===== config.mk =====
export PLATFORM = sky130hd
export DESIGN_NAME = llc_snoop_responder_flat
export DESIGN_NICKNAME = d
export VERILOG_FILES = /design/src/rtl/llc_snoop_responder_pkg.sv /design/src/rtl/llc_snoop_responder_if.sv /design/src/rtl/llc_snoop_responder_snoop_dir.sv /design/src/rtl/llc_snoop_responder.sv /design/src/flat_wrapper.sv
export SDC_FILE = /design/constraint.sdc
export NUM_CORES = 1
export LEC_CHECK = 0
export CORE_MARGIN = 2
export CORE_UTILIZATION = 30
export DETAILED_ROUTE_END_ITERATION = 7
export PLACE_DENSITY_LB_ADDON = 0.08
export SETUP_SLACK_MARGIN = 0.02
export SLEW_MARGIN = 30
export SYNTH_ARGS = -nofsm -noshare
export SYNTH_HDL_FRONTEND = slang
export SYNTH_HIERARCHICAL = 1
export SYNTH_SLANG_ARGS = --single-unit

===== constraint.sdc =====
create_clock -name clk -period 11.2 [get_ports clk]
set_clock_uncertainty 0.1 [all_clocks]
set_input_delay 2.24 -clock clk [delete_from_list [all_inputs] [get_ports clk]]
set_output_delay 2.24 -clock clk [all_outputs]
set_load 0.005 [all_outputs]

===== src/rtl/llc_snoop_responder_pkg.sv =====
// LLC_defs: shared bus-operation and snoop-result encodings used on the LLC
// bus, plus the types for the remote-cache directory kept by the snoop responder.
package LLC_defs;

    typedef enum logic [2:0] {
        NOBUSOP    = 3'd0,
        READ       = 3'd1,
        WRITE      = 3'd2,
        INVALIDATE = 3'd3,
        RWIM       = 3'd4
    } busOperation;

    typedef enum logic [1:0] {
        NOHIT    = 2'd0,
        HIT      = 2'd1,
        HITM     = 2'd2,
        NORESULT = 2'd3
    } snoopResults;

    typedef enum logic [1:0] {
        SD_INV = 2'd0,
        SD_SHR = 2'd1,
        SD_MOD = 2'd2
    } snoop_dir_state_t;

    localparam int ADDR_W = 32;

    // The tag is stored full-width (address shifted right by the line offset)
    // so the entry layout does not depend on the line-offset parameter.
    typedef struct packed {
        logic             valid;
        logic [ADDR_W-1:0] tag;
        snoop_dir_state_t state;
    } snoop_dir_entry_t;

    typedef enum logic [1:0] {
        ST_IDLE    = 2'd0,
        ST_LOOKUP  = 2'd1,
        ST_RESPOND = 2'd2
    } snoop_fsm_t;

endpackage


===== src/rtl/llc_snoop_responder_if.sv =====
// Bus between the LLC (master) and the snoop responder (slave): request,
// snoop response and the bench-driven remote-line install channel.
interface llc_snoop_responder_if;
    import LLC_defs::*;

    logic        req_valid;
    logic        req_ready;
    busOperation req_busop;
    logic [31:0] req_addr;

    logic        resp_valid;
    snoopResults resp_result;
    logic [31:0] resp_addr;

    logic        inst_valid;
    logic        inst_ready;
    logic [31:0] inst_addr;
    logic        inst_modified;

    modport master (
        output req_valid, req_busop, req_addr,
        output inst_valid, inst_addr, inst_modified,
        input  req_ready, resp_valid, resp_result, resp_addr, inst_ready
    );

    modport slave (
        input  req_valid, req_busop, req_addr,
        input  inst_valid, inst_addr, inst_modified,
        output req_ready, resp_valid, resp_result, resp_addr, inst_ready
    );

endinterface


===== src/rtl/llc_snoop_responder_snoop_dir.sv =====
// snoop_dir: small fully-associative directory of lines held by remote caches.
// Provides a lookup port, an update port (state change / invalidate of the
// looked-up entry) and an install port with lowest-free / round-robin placement.
module snoop_dir
    import LLC_defs::*;
#(
    parameter int DIR_ENTRIES = 8,
    parameter int IDX_W       = $clog2(DIR_ENTRIES)
) (
    input  logic             clk,
    input  logic             rst_n,
    input  logic [31:0]      lk_tag,
    output logic             lk_hit,
    output logic [IDX_W-1:0] lk_idx,
    output snoop_dir_state_t lk_state,
    input  logic             upd_en,
    input  logic [IDX_W-1:0] upd_idx,
    input  snoop_dir_state_t upd_state,
    input  logic             ins_en,
    input  logic [31:0]      ins_tag,
    input  snoop_dir_state_t ins_state,
    output logic             dir_full
);

    snoop_dir_entry_t entry_q [DIR_ENTRIES];
    snoop_dir_entry_t entry_d [DIR_ENTRIES];
    logic [IDX_W-1:0] rr_ptr_q, rr_ptr_d;

    logic             ins_hit;
    logic [IDX_W-1:0] ins_hit_idx;
    logic             free_found;
    logic [IDX_W-1:0] free_idx;

    // Request lookup: installs keep tags unique, so the first match is the only one.
    always_comb begin
        lk_hit   = 1'b0;
        lk_idx   = '0;
        lk_state = SD_INV;
        for (int i = 0; i < DIR_ENTRIES; i++) begin
            if (!lk_hit && entry_q[i].valid && entry_q[i].tag == lk_tag) begin
                lk_hit   = 1'b1;
                lk_idx   = IDX_W'(i);
                lk_state = entry_q[i].state;
            end
        end
    end

    // Install placement: existing match, else lowest free slot, plus the full flag.
    always_comb begin
        ins_hit     = 1'b0;
        ins_hit_idx = '0;
        free_found  = 1'b0;
        free_idx    = '0;
        dir_full    = 1'b1;
        for (int i = 0; i < DIR_ENTRIES; i++) begin
            if (!ins_hit && entry_q[i].valid && entry_q[i].tag == ins_tag) begin
                ins_hit     = 1'b1;
                ins_hit_idx = IDX_W'(i);
            end
            if (!free_found && !entry_q[i].valid) begin
                free_found = 1'b1;
                free_idx   = IDX_W'(i);
            end
            if (!entry_q[i].valid) begin
                dir_full = 1'b0;
            end
        end
    end

    // Next directory contents: a request update wins over an install (they never coincide).
    always_comb begin
        entry_d  = entry_q;
        rr_ptr_d = rr_ptr_q;
        if (upd_en) begin
            if (upd_state == SD_INV) begin
                entry_d[upd_idx].valid = 1'b0;
                entry_d[upd_idx].state = SD_INV;
            end else begin
                entry_d[upd_idx].state = upd_state;
            end
        end else if (ins_en) begin
            if (ins_hit) begin
                entry_d[ins_hit_idx].state = ins_state;
            end else if (free_found) begin
                entry_d[free_idx].valid = 1'b1;
                entry_d[free_idx].tag   = ins_tag;
                entry_d[free_idx].state = ins_state;
            end else begin
                entry_d[rr_ptr_q].valid = 1'b1;
                entry_d[rr_ptr_q].tag   = ins_tag;
                entry_d[rr_ptr_q].state = ins_state;
                rr_ptr_d = rr_ptr_q + IDX_W'(1);
            end
        end
    end

    // Directory and victim-pointer registers.
    always_ff @(posedge clk or negedge rst_n) begin
        if (!rst_n) begin
            for (int i = 0; i < DIR_ENTRIES; i++) begin
                entry_q[i] <= '0;
            end
            rr_ptr_q <= '0;
        end else begin
            entry_q  <= entry_d;
            rr_ptr_q <= rr_ptr_d;
        end
    end

endmodule


===== src/rtl/llc_snoop_responder.sv =====
// llc_snoop_responder: models the other processors' caches on the LLC bus.
// Accepts one bus operation at a time, looks it up in the remote directory and
// returns a one-cycle snoop response two edges after acceptance.
// Optional build macro: SNOOP_LSB_MODEL_EN -- snoop result taken from the low
// two address bits instead of the directory; requests never touch the directory.
module llc_snoop_responder
    import LLC_defs::*;
#(
    parameter int DIR_ENTRIES = 8,
    parameter int LINE_OFF    = 6,
    parameter int CNT_W       = 16
) (
    input  logic                 clk,
    input  logic                 rst_n,
    llc_snoop_responder_if.slave bus,
    output logic                 dir_full,
    output logic                 err,
    output logic [CNT_W-1:0]     req_cnt
);

    localparam int IDX_W = $clog2(DIR_ENTRIES);

    snoop_fsm_t  state_q, state_d;
    busOperation busop_q, busop_d;
    logic [31:0] addr_q, addr_d;
    logic [CNT_W-1:0] cnt_q, cnt_d;
    logic        err_q, err_d;
    logic        resp_valid_q, resp_valid_d;
    snoopResults resp_result_q, resp_result_d;
    logic [31:0] resp_addr_q, resp_addr_d;

    logic             lk_hit;
    logic [IDX_W-1:0] lk_idx;
    snoop_dir_state_t lk_state;
    snoopResults      snoop_res;
    logic             upd_req;
    snoop_dir_state_t upd_state;
    logic             err_set;
    logic             ins_en;

    assign bus.req_ready   = (state_q == ST_IDLE);
    assign bus.inst_ready  = (state_q == ST_IDLE) && !bus.req_valid;
    assign bus.resp_valid  = resp_valid_q;
    assign bus.resp_result = resp_result_q;
    assign bus.resp_addr   = resp_addr_q;
    assign err             = err_q;
    assign req_cnt         = cnt_q;
    assign ins_en          = bus.inst_valid && bus.inst_ready;

    snoop_dir #(
        .DIR_ENTRIES (DIR_ENTRIES),
        .IDX_W       (IDX_W)
    ) u_dir (
        .clk       (clk),
        .rst_n     (rst_n),
        .lk_tag    (addr_q >> LINE_OFF),
        .lk_hit    (lk_hit),
        .lk_idx    (lk_idx),
        .lk_state  (lk_state),
        .upd_en    (upd_req && (state_q == ST_LOOKUP)),
        .upd_idx   (lk_idx),
        .upd_state (upd_state),
        .ins_en    (ins_en),
        .ins_tag   (bus.inst_addr >> LINE_OFF),
        .ins_state (bus.inst_modified ? SD_MOD : SD_SHR),
        .dir_full  (dir_full)
    );

    // Snoop result and directory side effect for the latched operation.
    always_comb begin
        snoop_res = NORESULT;
        upd_req   = 1'b0;
        upd_state = SD_INV;
        err_set   = 1'b0;
`ifdef SNOOP_LSB_MODEL_EN
        if (busop_q != NOBUSOP) begin
            case (addr_q[1:0])
                2'b00:   snoop_res = HIT;
                2'b01:   snoop_res = HITM;
                default: snoop_res = NOHIT;
            endcase
        end
`else
        case (busop_q)
            READ: begin
                snoop_res = NOHIT;
                if (lk_hit) begin
                    if (lk_state == SD_MOD) begin
                        snoop_res = HITM;
                        upd_req   = 1'b1;
                        upd_state = SD_SHR;
                    end else begin
                        snoop_res = HIT;
                    end
                end
            end
            WRITE: begin
                snoop_res = NOHIT;
                if (lk_hit) begin
                    upd_req = 1'b1;
                    err_set = 1'b1;
                end
            end
            INVALIDATE, RWIM: begin
                snoop_res = NOHIT;
                if (lk_hit) begin
                    snoop_res = (lk_state == SD_MOD) ? HITM : HIT;
                    upd_req   = 1'b1;
                    err_set   = (busop_q == INVALIDATE) && (lk_state == SD_MOD);
                end
            end
            default: snoop_res = NORESULT;
        endcase
`endif
    end

    // Request FSM: accept in IDLE, resolve in LOOKUP, present the response in RESPOND.
    always_comb begin
        state_d       = state_q;
        busop_d       = busop_q;
        addr_d        = addr_q;
        cnt_d         = cnt_q;
        err_d         = err_q;
        resp_valid_d  = 1'b0;
        resp_result_d = resp_result_q;
        resp_addr_d   = resp_addr_q;
        case (state_q)
            ST_IDLE: begin
                if (bus.req_valid) begin
                    state_d = ST_LOOKUP;
                    busop_d = bus.req_busop;
                    addr_d  = bus.req_addr;
                    if (cnt_q != '1) begin
                        cnt_d = cnt_q + CNT_W'(1);
                    end
                end
            end
            ST_LOOKUP: begin
                state_d       = ST_RESPOND;
                resp_valid_d  = 1'b1;
                resp_result_d = snoop_res;
                resp_addr_d   = addr_q;
                if (err_set) begin
                    err_d = 1'b1;
                end
            end
            ST_RESPOND: state_d = ST_IDLE;
            default:    state_d = ST_IDLE;
        endcase
    end

    // Control and response registers.
    always_ff @(posedge clk or negedge rst_n) begin
        if (!rst_n) begin
            state_q       <= ST_IDLE;
            busop_q       <= NOBUSOP;
            addr_q        <= '0;
            cnt_q         <= '0;
            err_q         <= 1'b0;
            resp_valid_q  <= 1'b0;
            resp_result_q <= NORESULT;
            resp_addr_q   <= '0;
        end else begin
            state_q       <= state_d;
            busop_q       <= busop_d;
            addr_q        <= addr_d;
            cnt_q         <= cnt_d;
            err_q         <= err_d;
            resp_valid_q  <= resp_valid_d;
            resp_result_q <= resp_result_d;
            resp_addr_q   <= resp_addr_d;
        end
    end

endmodule


===== src/flat_wrapper.sv =====
// flat-port wrapper written by rule: the top's interface ports become plain ports
module llc_snoop_responder_flat import LLC_defs::*;
#(
    parameter int DIR_ENTRIES = 8,
    parameter int LINE_OFF    = 6,
    parameter int CNT_W       = 16
)
  (clk, rst_n, dir_full, err, req_cnt, bus_req_valid, bus_req_busop, bus_req_addr, bus_inst_valid, bus_inst_addr, bus_inst_modified, bus_req_ready, bus_resp_valid, bus_resp_result, bus_resp_addr, bus_inst_ready);
  llc_snoop_responder_if bus_i ();
  input  logic clk;
  input  logic rst_n;
  output logic dir_full;
  output logic err;
  output logic [CNT_W-1:0] req_cnt;
  input wire logic [$bits(bus_i.req_valid)-1:0] bus_req_valid;
  input wire logic [$bits(bus_i.req_busop)-1:0] bus_req_busop;
  input wire logic [$bits(bus_i.req_addr)-1:0] bus_req_addr;
  input wire logic [$bits(bus_i.inst_valid)-1:0] bus_inst_valid;
  input wire logic [$bits(bus_i.inst_addr)-1:0] bus_inst_addr;
  input wire logic [$bits(bus_i.inst_modified)-1:0] bus_inst_modified;
  output wire logic [$bits(bus_i.req_ready)-1:0] bus_req_ready;
  output wire logic [$bits(bus_i.resp_valid)-1:0] bus_resp_valid;
  output wire logic [$bits(bus_i.resp_result)-1:0] bus_resp_result;
  output wire logic [$bits(bus_i.resp_addr)-1:0] bus_resp_addr;
  output wire logic [$bits(bus_i.inst_ready)-1:0] bus_inst_ready;
  assign bus_i.req_valid = bus_req_valid;
  assign bus_i.req_busop = bus_req_busop;
  assign bus_i.req_addr = bus_req_addr;
  assign bus_i.inst_valid = bus_inst_valid;
  assign bus_i.inst_addr = bus_inst_addr;
  assign bus_i.inst_modified = bus_inst_modified;
  assign bus_req_ready = bus_i.req_ready;
  assign bus_resp_valid = bus_i.resp_valid;
  assign bus_resp_result = bus_i.resp_result;
  assign bus_resp_addr = bus_i.resp_addr;
  assign bus_inst_ready = bus_i.inst_ready;
  llc_snoop_responder #(.DIR_ENTRIES(DIR_ENTRIES), .LINE_OFF(LINE_OFF), .CNT_W(CNT_W)) u_core (.clk(clk), .rst_n(rst_n), .bus(bus_i), .dir_full(dir_full), .err(err), .req_cnt(req_cnt));
endmodule

==> metrics.txt <==
# TYPE chip_impl_metric gauge
chip_impl_info{name="run_status",value="completed"} 1
chip_impl_metric{name="crit_cells",unit=""} 19
chip_impl_metric{name="sequentialPowerShare",unit="%"} 38.2
chip_impl_metric{name="worstRegToRegCells",unit=""} 19
chip_impl_info{name="critical_path.startpoint_type",value="flop"} 1
chip_impl_metric{name="drc_errors",unit=""} 0
chip_impl_metric{name="powerDensity",unit="mW/mm^2"} 249
chip_impl_metric{name="drt.antenna.violating_nets",unit=""} 0
chip_impl_metric{name="antenna-diode-count",unit=""} 0
chip_impl_info{name="worst_setup_path_class",value="flop to flop"} 1
chip_impl_metric{name="rows",unit=""} 100
chip_impl_info{name="rsz_0062_raised_after_global_routing",value="no"} 1
chip_impl_metric{name="detailed_place_hpwl",unit="mm"} 55.3
chip_impl_metric{name="cts_inserted_buffers",unit=""} 49
chip_impl_metric{name="chipWidth",unit="um"} 279
chip_impl_metric{name="drv_cap",unit=""} 0
chip_impl_info{name="tritoncts_clock_tree",value="built"} 1
chip_impl_metric{name="post_route_cells_drive_above_1_share",unit="%"} 20.1
chip_impl_metric{name="timing.fmax",unit="MHz"} 140
chip_impl_metric{name="via_per_inst",unit=""} 5.07
chip_impl_metric{name="synth_compound_gate_area_share",unit="%"} 3.34
chip_impl_metric{name="die-height",unit="um"} 279
chip_impl_metric{name="p_sw_share",unit="%"} 36.9
chip_impl_info{name="post-synth-top-area-cell",value="dfrtp_1"} 1
chip_impl_metric{name="detailedRoute.firstIterationViolations",unit=""} 1046
chip_impl_metric{name="intPower",unit="uW"} 4160
chip_impl_metric{name="cts.repair.resized",unit=""} 0
chip_impl_info{name="worst_hold_path_type",value="flop to flop"} 1
chip_impl_metric{name="synth_seq_cells",unit=""} 372
chip_impl_info{name="cp_cell_sequence",value="buf_4 -> xnor2_1 -> nand4_1 -> nor4_1 -> nand4_1 -> or4_1 -> or4_1 -> o21a_1 -> a21oi_1 -> nor2b_1 -> a21oi_1 -> o21ai_0 -> and3_1 -> inv_1 -> nand2_1 -> or3_4 -> nor2_4 -> buf_4 -> mux2_2"} 1
chip_impl_metric{name="all_layer_global_routing_usage",unit="%"} 22.0
chip_impl_metric{name="grt_pass1_wl",unit="mm"} 123
chip_impl_metric{name="syn_avg_cell_area",unit="um^2"} 10.9
chip_impl_metric{name="asyncSetResetFlopFracSynth",unit="%"} 100
chip_impl_metric{name="switchingPower",unit="uW"} 2430
chip_impl_info{name="combinational_family_with_the_most_area_after_synthesis",value="XOR/XNOR gates"} 1
chip_impl_metric{name="tritoncts_num_sinks",unit=""} 372
chip_impl_metric{name="report.final.slew_viol_count",unit=""} 0
chip_impl_metric{name="max-vdd-ir-drop",unit="uV"} 108
chip_impl_metric{name="io_buffers",unit=""} 120
chip_impl_metric{name="dr_total_vias",unit=""} 16120
chip_impl_metric{name="wl_per_cell",unit="um"} 27.0
chip_impl_metric{name="worst-endpoint-arrival",unit="ns"} 7.53
chip_impl_metric{name="grt-ovfl-total",unit=""} 0
chip_impl_metric{name="setup-tns-final",unit="ns"} 0
chip_impl_metric{name="netlist.area_leader.share",unit="%"} 40.7
chip_impl_info{name="synth_ff_type",value="dfrtp_1"} 1
chip_impl_metric{name="worst_setup_hold_path_clk_slew",unit="ns"} 0.06
chip_impl_metric{name="pwr-share-clk",unit="%"} 24.2
chip_impl_info{name="worst_path_max_delay_cell",value="or4_1"} 1
chip_impl_metric{name="static-leakage-power",unit="uW"} 0.0111
chip_impl_metric{name="cts_setup_buffers",unit=""} 0
chip_impl_info{name="crit_family",value="simple AND/OR/NAND/NOR gates"} 1
chip_impl_metric{name="grt_start_max_net_pins",unit=""} 158
chip_impl_metric{name="finalHoldViolCount",unit=""} 0
chip_impl_metric{name="min_period_over_period",unit="%"} 63.8
chip_impl_metric{name="synth_fa_ha_area_share",unit="%"} 0.110
chip_impl_info{name="netlist_top_cells_area",value="dfrtp_1 41%, mux2_4 12%, xnor2_1 12%"} 1
chip_impl_metric{name="yosysWarningCount",unit=""} 6
chip_impl_metric{name="timing.critical_path.fanout_max",unit=""} 32
chip_impl_metric{name="combPwrFrac",unit="%"} 37.6
chip_impl_metric{name="max-slew-margin-rel",unit="%"} 29.6
chip_impl_metric{name="insertion_delay",unit="ns"} 0.61
chip_impl_metric{name="hold_path_depth",unit=""} 2
chip_impl_metric{name="fill_cells",unit=""} 7452
chip_impl_metric{name="portion_of_netlist_area_occupied_by_mux_cells",unit="%"} 16.0
chip_impl_metric{name="setup_viol_count_final",unit=""} 0
chip_impl_metric{name="layout_min_cycle_time",unit="ns"} 7.14
chip_impl_metric{name="nets",unit=""} 2249
chip_impl_metric{name="worst_hold_margin",unit="ns"} 0.371
chip_impl_metric{name="core_area",unit="mm^2"} 0.0747
chip_impl_metric{name="delay_contributed_by_the_slowest_stage_of_the_critical_path",unit="ns"} 0.78
chip_impl_metric{name="initial_antenna_violation_count",unit=""} 0
chip_impl_metric{name="synth.distinct_cells",unit=""} 79
chip_impl_metric{name="grt_pass1_vias",unit=""} 16967
chip_impl_info{name="root_buffer_master",value="clkbuf_16"} 1
chip_impl_metric{name="area.growth.synth_to_final",unit="%"} 16.1
chip_impl_metric{name="place_congestion",unit=""} 0.881
chip_impl_metric{name="syn-instance-count",unit=""} 2079
chip_impl_metric{name="firstDrtPassIters",unit=""} 5
chip_impl_metric{name="synthesis.area",unit="mm^2"} 0.0227
chip_impl_metric{name="worst-slew-pin-transition",unit="ns"} 1.05
chip_impl_metric{name="fp.dieArea",unit="mm^2"} 0.0780
chip_impl_metric{name="sequential_share_of_the_synthesized_area",unit="%"} 40.9
chip_impl_metric{name="floorplan.initialDensity",unit="%"} 30.4
chip_impl_metric{name="yosys.area_share.simple",unit="%"} 14.8
chip_impl_metric{name="synthXorXnorAreaFrac",unit="%"} 20.2
chip_impl_metric{name="cts_htree_levels",unit=""} 2
chip_impl_metric{name="route.final.wire_length",unit="mm"} 86.0
chip_impl_info{name="endpoint_class_of_the_critical_path",value="flop"} 1
chip_impl_metric{name="critical_path_required",unit="ns"} 11.58
chip_impl_metric{name="num_io_pins",unit=""} 127
chip_impl_metric{name="clock_tree.buffer_depth",unit=""} 3
chip_impl_metric{name="cts.hold.buffers_added",unit=""} 0
chip_impl_metric{name="synth-edff-count",unit=""} 0
chip_impl_metric{name="critical_path.n_buffers_inverters",unit=""} 3
==> layout by cell type (no fill, tap or decap), drive strengths merged, types with 10 or more instances in the layout <==
master	count
dfrtp	370
xnor2	301
mux2	258
nand2	245
xor2	223
clkdlybuf4s50	114
nand4	99
nor4	85
clkbuf	69
buf	68
nor2	41
nand3	38
nor3	32
o21ai	23
inv	23
a21oi	21
nand2b	21
clkinv	17
conb	14
and3	11
nand4b	10
==> sequential cells by signal (all words and copies together), names as in the netlist <==
name and count:
u_core/u_dir/entry_q 280, u_core/addr_q 32, u_core/bus.resp_addr 32, u_core/req_cnt 16
u_core/busop_q 3, u_core/u_dir/rr_ptr_q 3, u_core/bus.resp_result 2, u_core/state_q 2
u_core/bus.resp_valid 1, u_core/err 1
==> area by class of cell <==
class	count	area, um^2	share of cell area (%)
Timing Repair Buffer	182	1710	6.46
Clock inverter	20	193	0.730
Tap cell	969	1210	4.59
Multi-Input combinational cell	1546	12500	47.2
Sequential cell	372	9320	35.3
Clock buffer	69	1410	5.34
Inverter	24	95.1	0.360
==> cells by family (layout without fill, tap and decap cells) <==
| kind of cell | after synthesis | count (layout) |
|---|---|---|
| adder cells (fa/ha/maj) | 2 | 2 |
| AND/OR/NAND/NOR | 633 | 633 |
| flip-flops | 372 | 372 |
| buffers and inverters | 174 | 295 |
| other | 1 | 14 |
| multiplexers | 264 | 264 |
| AO/OA/AOI/OAI | 109 | 109 |
| XOR/XNOR | 524 | 524 |
==> per-layer routing <==
layer | track usage [%] | wire length, um | vias up
met5 | 0 | 0 | -
met3 | 4.43 | 4670 | 133
met2 | 35.4 | 39400 | 425
met4 | 7.73 | 3090 | 0
met1 | 29.4 | 38800 | 8246
li1 | - | - | 7316
==> worst paths after layout <==
| check | from | end | slack, ns |
|---|---|---|---|
| setup / recovery | u_core/addr_q[29]$_DFFE_PN0P_ | u_core/u_dir/entry_q[247]$_DFFE_PN0P_ | 4.06 |
| hold / removal | u_core/addr_q[0]$_DFFE_PN0P_ | u_core/bus.resp_addr[0]$_DFFE_PN0P_ | 0.37 |
| setup reg to reg | u_core/addr_q[29]$_DFFE_PN0P_ | u_core/u_dir/entry_q[247]$_DFFE_PN0P_ | 4.06 |
| hold reg to reg | u_core/addr_q[0]$_DFFE_PN0P_ | u_core/bus.resp_addr[0]$_DFFE_PN0P_ | 0.37 |
| max in group asynchronous | rst_n | u_core/u_dir/entry_q[208]$_DFFE_PN0P_ | 7.60 |
| min in group asynchronous | rst_n | u_core/addr_q[17]$_DFFE_PN0P_ | 1.56 |
==> power by group through the flow <==
stage / logic (uW) / clock network [uW] / registers [uW]
2_1_floorplan: 1800 / 0 / 2330
3_3_place_gp: 2450 / 0 / 2520
3_5_place_dp: 2450 / 0 / 2520
4_1_cts: 2470 / 1640 / 2510
5_1_grt: 2680 / 1700 / 2590
6_report: 2480 / 1590 / 2510
==> cells in the mapped netlist, types with 4 or more instances <==
| cell | n |
|---|---|
| dfrtp_1 | 370 |
| xnor2_1 | 301 |
| nand2_1 | 245 |
| xor2_1 | 223 |
| mux2_4 | 177 |
| nand4_1 | 95 |
| buf_2 | 92 |
| nor4_1 | 84 |
| mux2_2 | 77 |
| nand3_1 | 38 |
| nor2_1 | 35 |
| buf_6 | 28 |
| nor3_1 | 26 |
| o21ai_0 | 23 |
| inv_1 | 22 |
| a21oi_1 | 21 |
| nand2b_1 | 21 |
| buf_4 | 13 |
| clkbuf_1 | 13 |
| and3_1 | 11 |
| nand4b_1 | 10 |
| nor2b_1 | 8 |
| and4_1 | 7 |
| mux2i_1 | 6 |
| nor2_4 | 6 |
| nor3_2 | 6 |
| o21a_1 | 6 |
| o31ai_1 | 6 |
| a211oi_1 | 5 |
| and2_1 | 5 |
| nor4b_1 | 5 |
| or3_1 | 5 |
| a21o_1 | 4 |
| mux2_1 | 4 |
| nand3b_1 | 4 |
| or4_1 | 4 |
==> worst reg2reg max path: cells and delay by family, from the launching register on <==
| kind | cells | cell delay (ns) |
|---|---|---|
| XOR/XNOR | 1 | 0.18 |
| buffers and inverters | 3 | 1.20 |
| flip-flops | 1 | 0.46 |
| multiplexers | 1 | 0.49 |
| AND/OR/NAND/NOR | 10 | 4.00 |
| AO/OA/AOI/OAI | 4 | 0.61 |
==> metrics by stage <==
stage / instance area, um^2 / total power (uW) / std cells / setup slack (ns) / utilization, %
global placement: 24700 / 4960 / 3091 / 3.91 / 33.1
global route: 26400 / 6970 / 3182 / 3.73 / 35.4
CTS: 26400 / 6620 / 3181 / 4.05 / 35.3
finish: 26400 / 6580 / 3182 / 4.06 / 35.4
floorplan: 22800 / 4130 / 2092 / 6.38 / -
detailed placement: 24800 / 4970 / 3092 / 4.07 / 33.1
(Power assumes the default switching activity.)
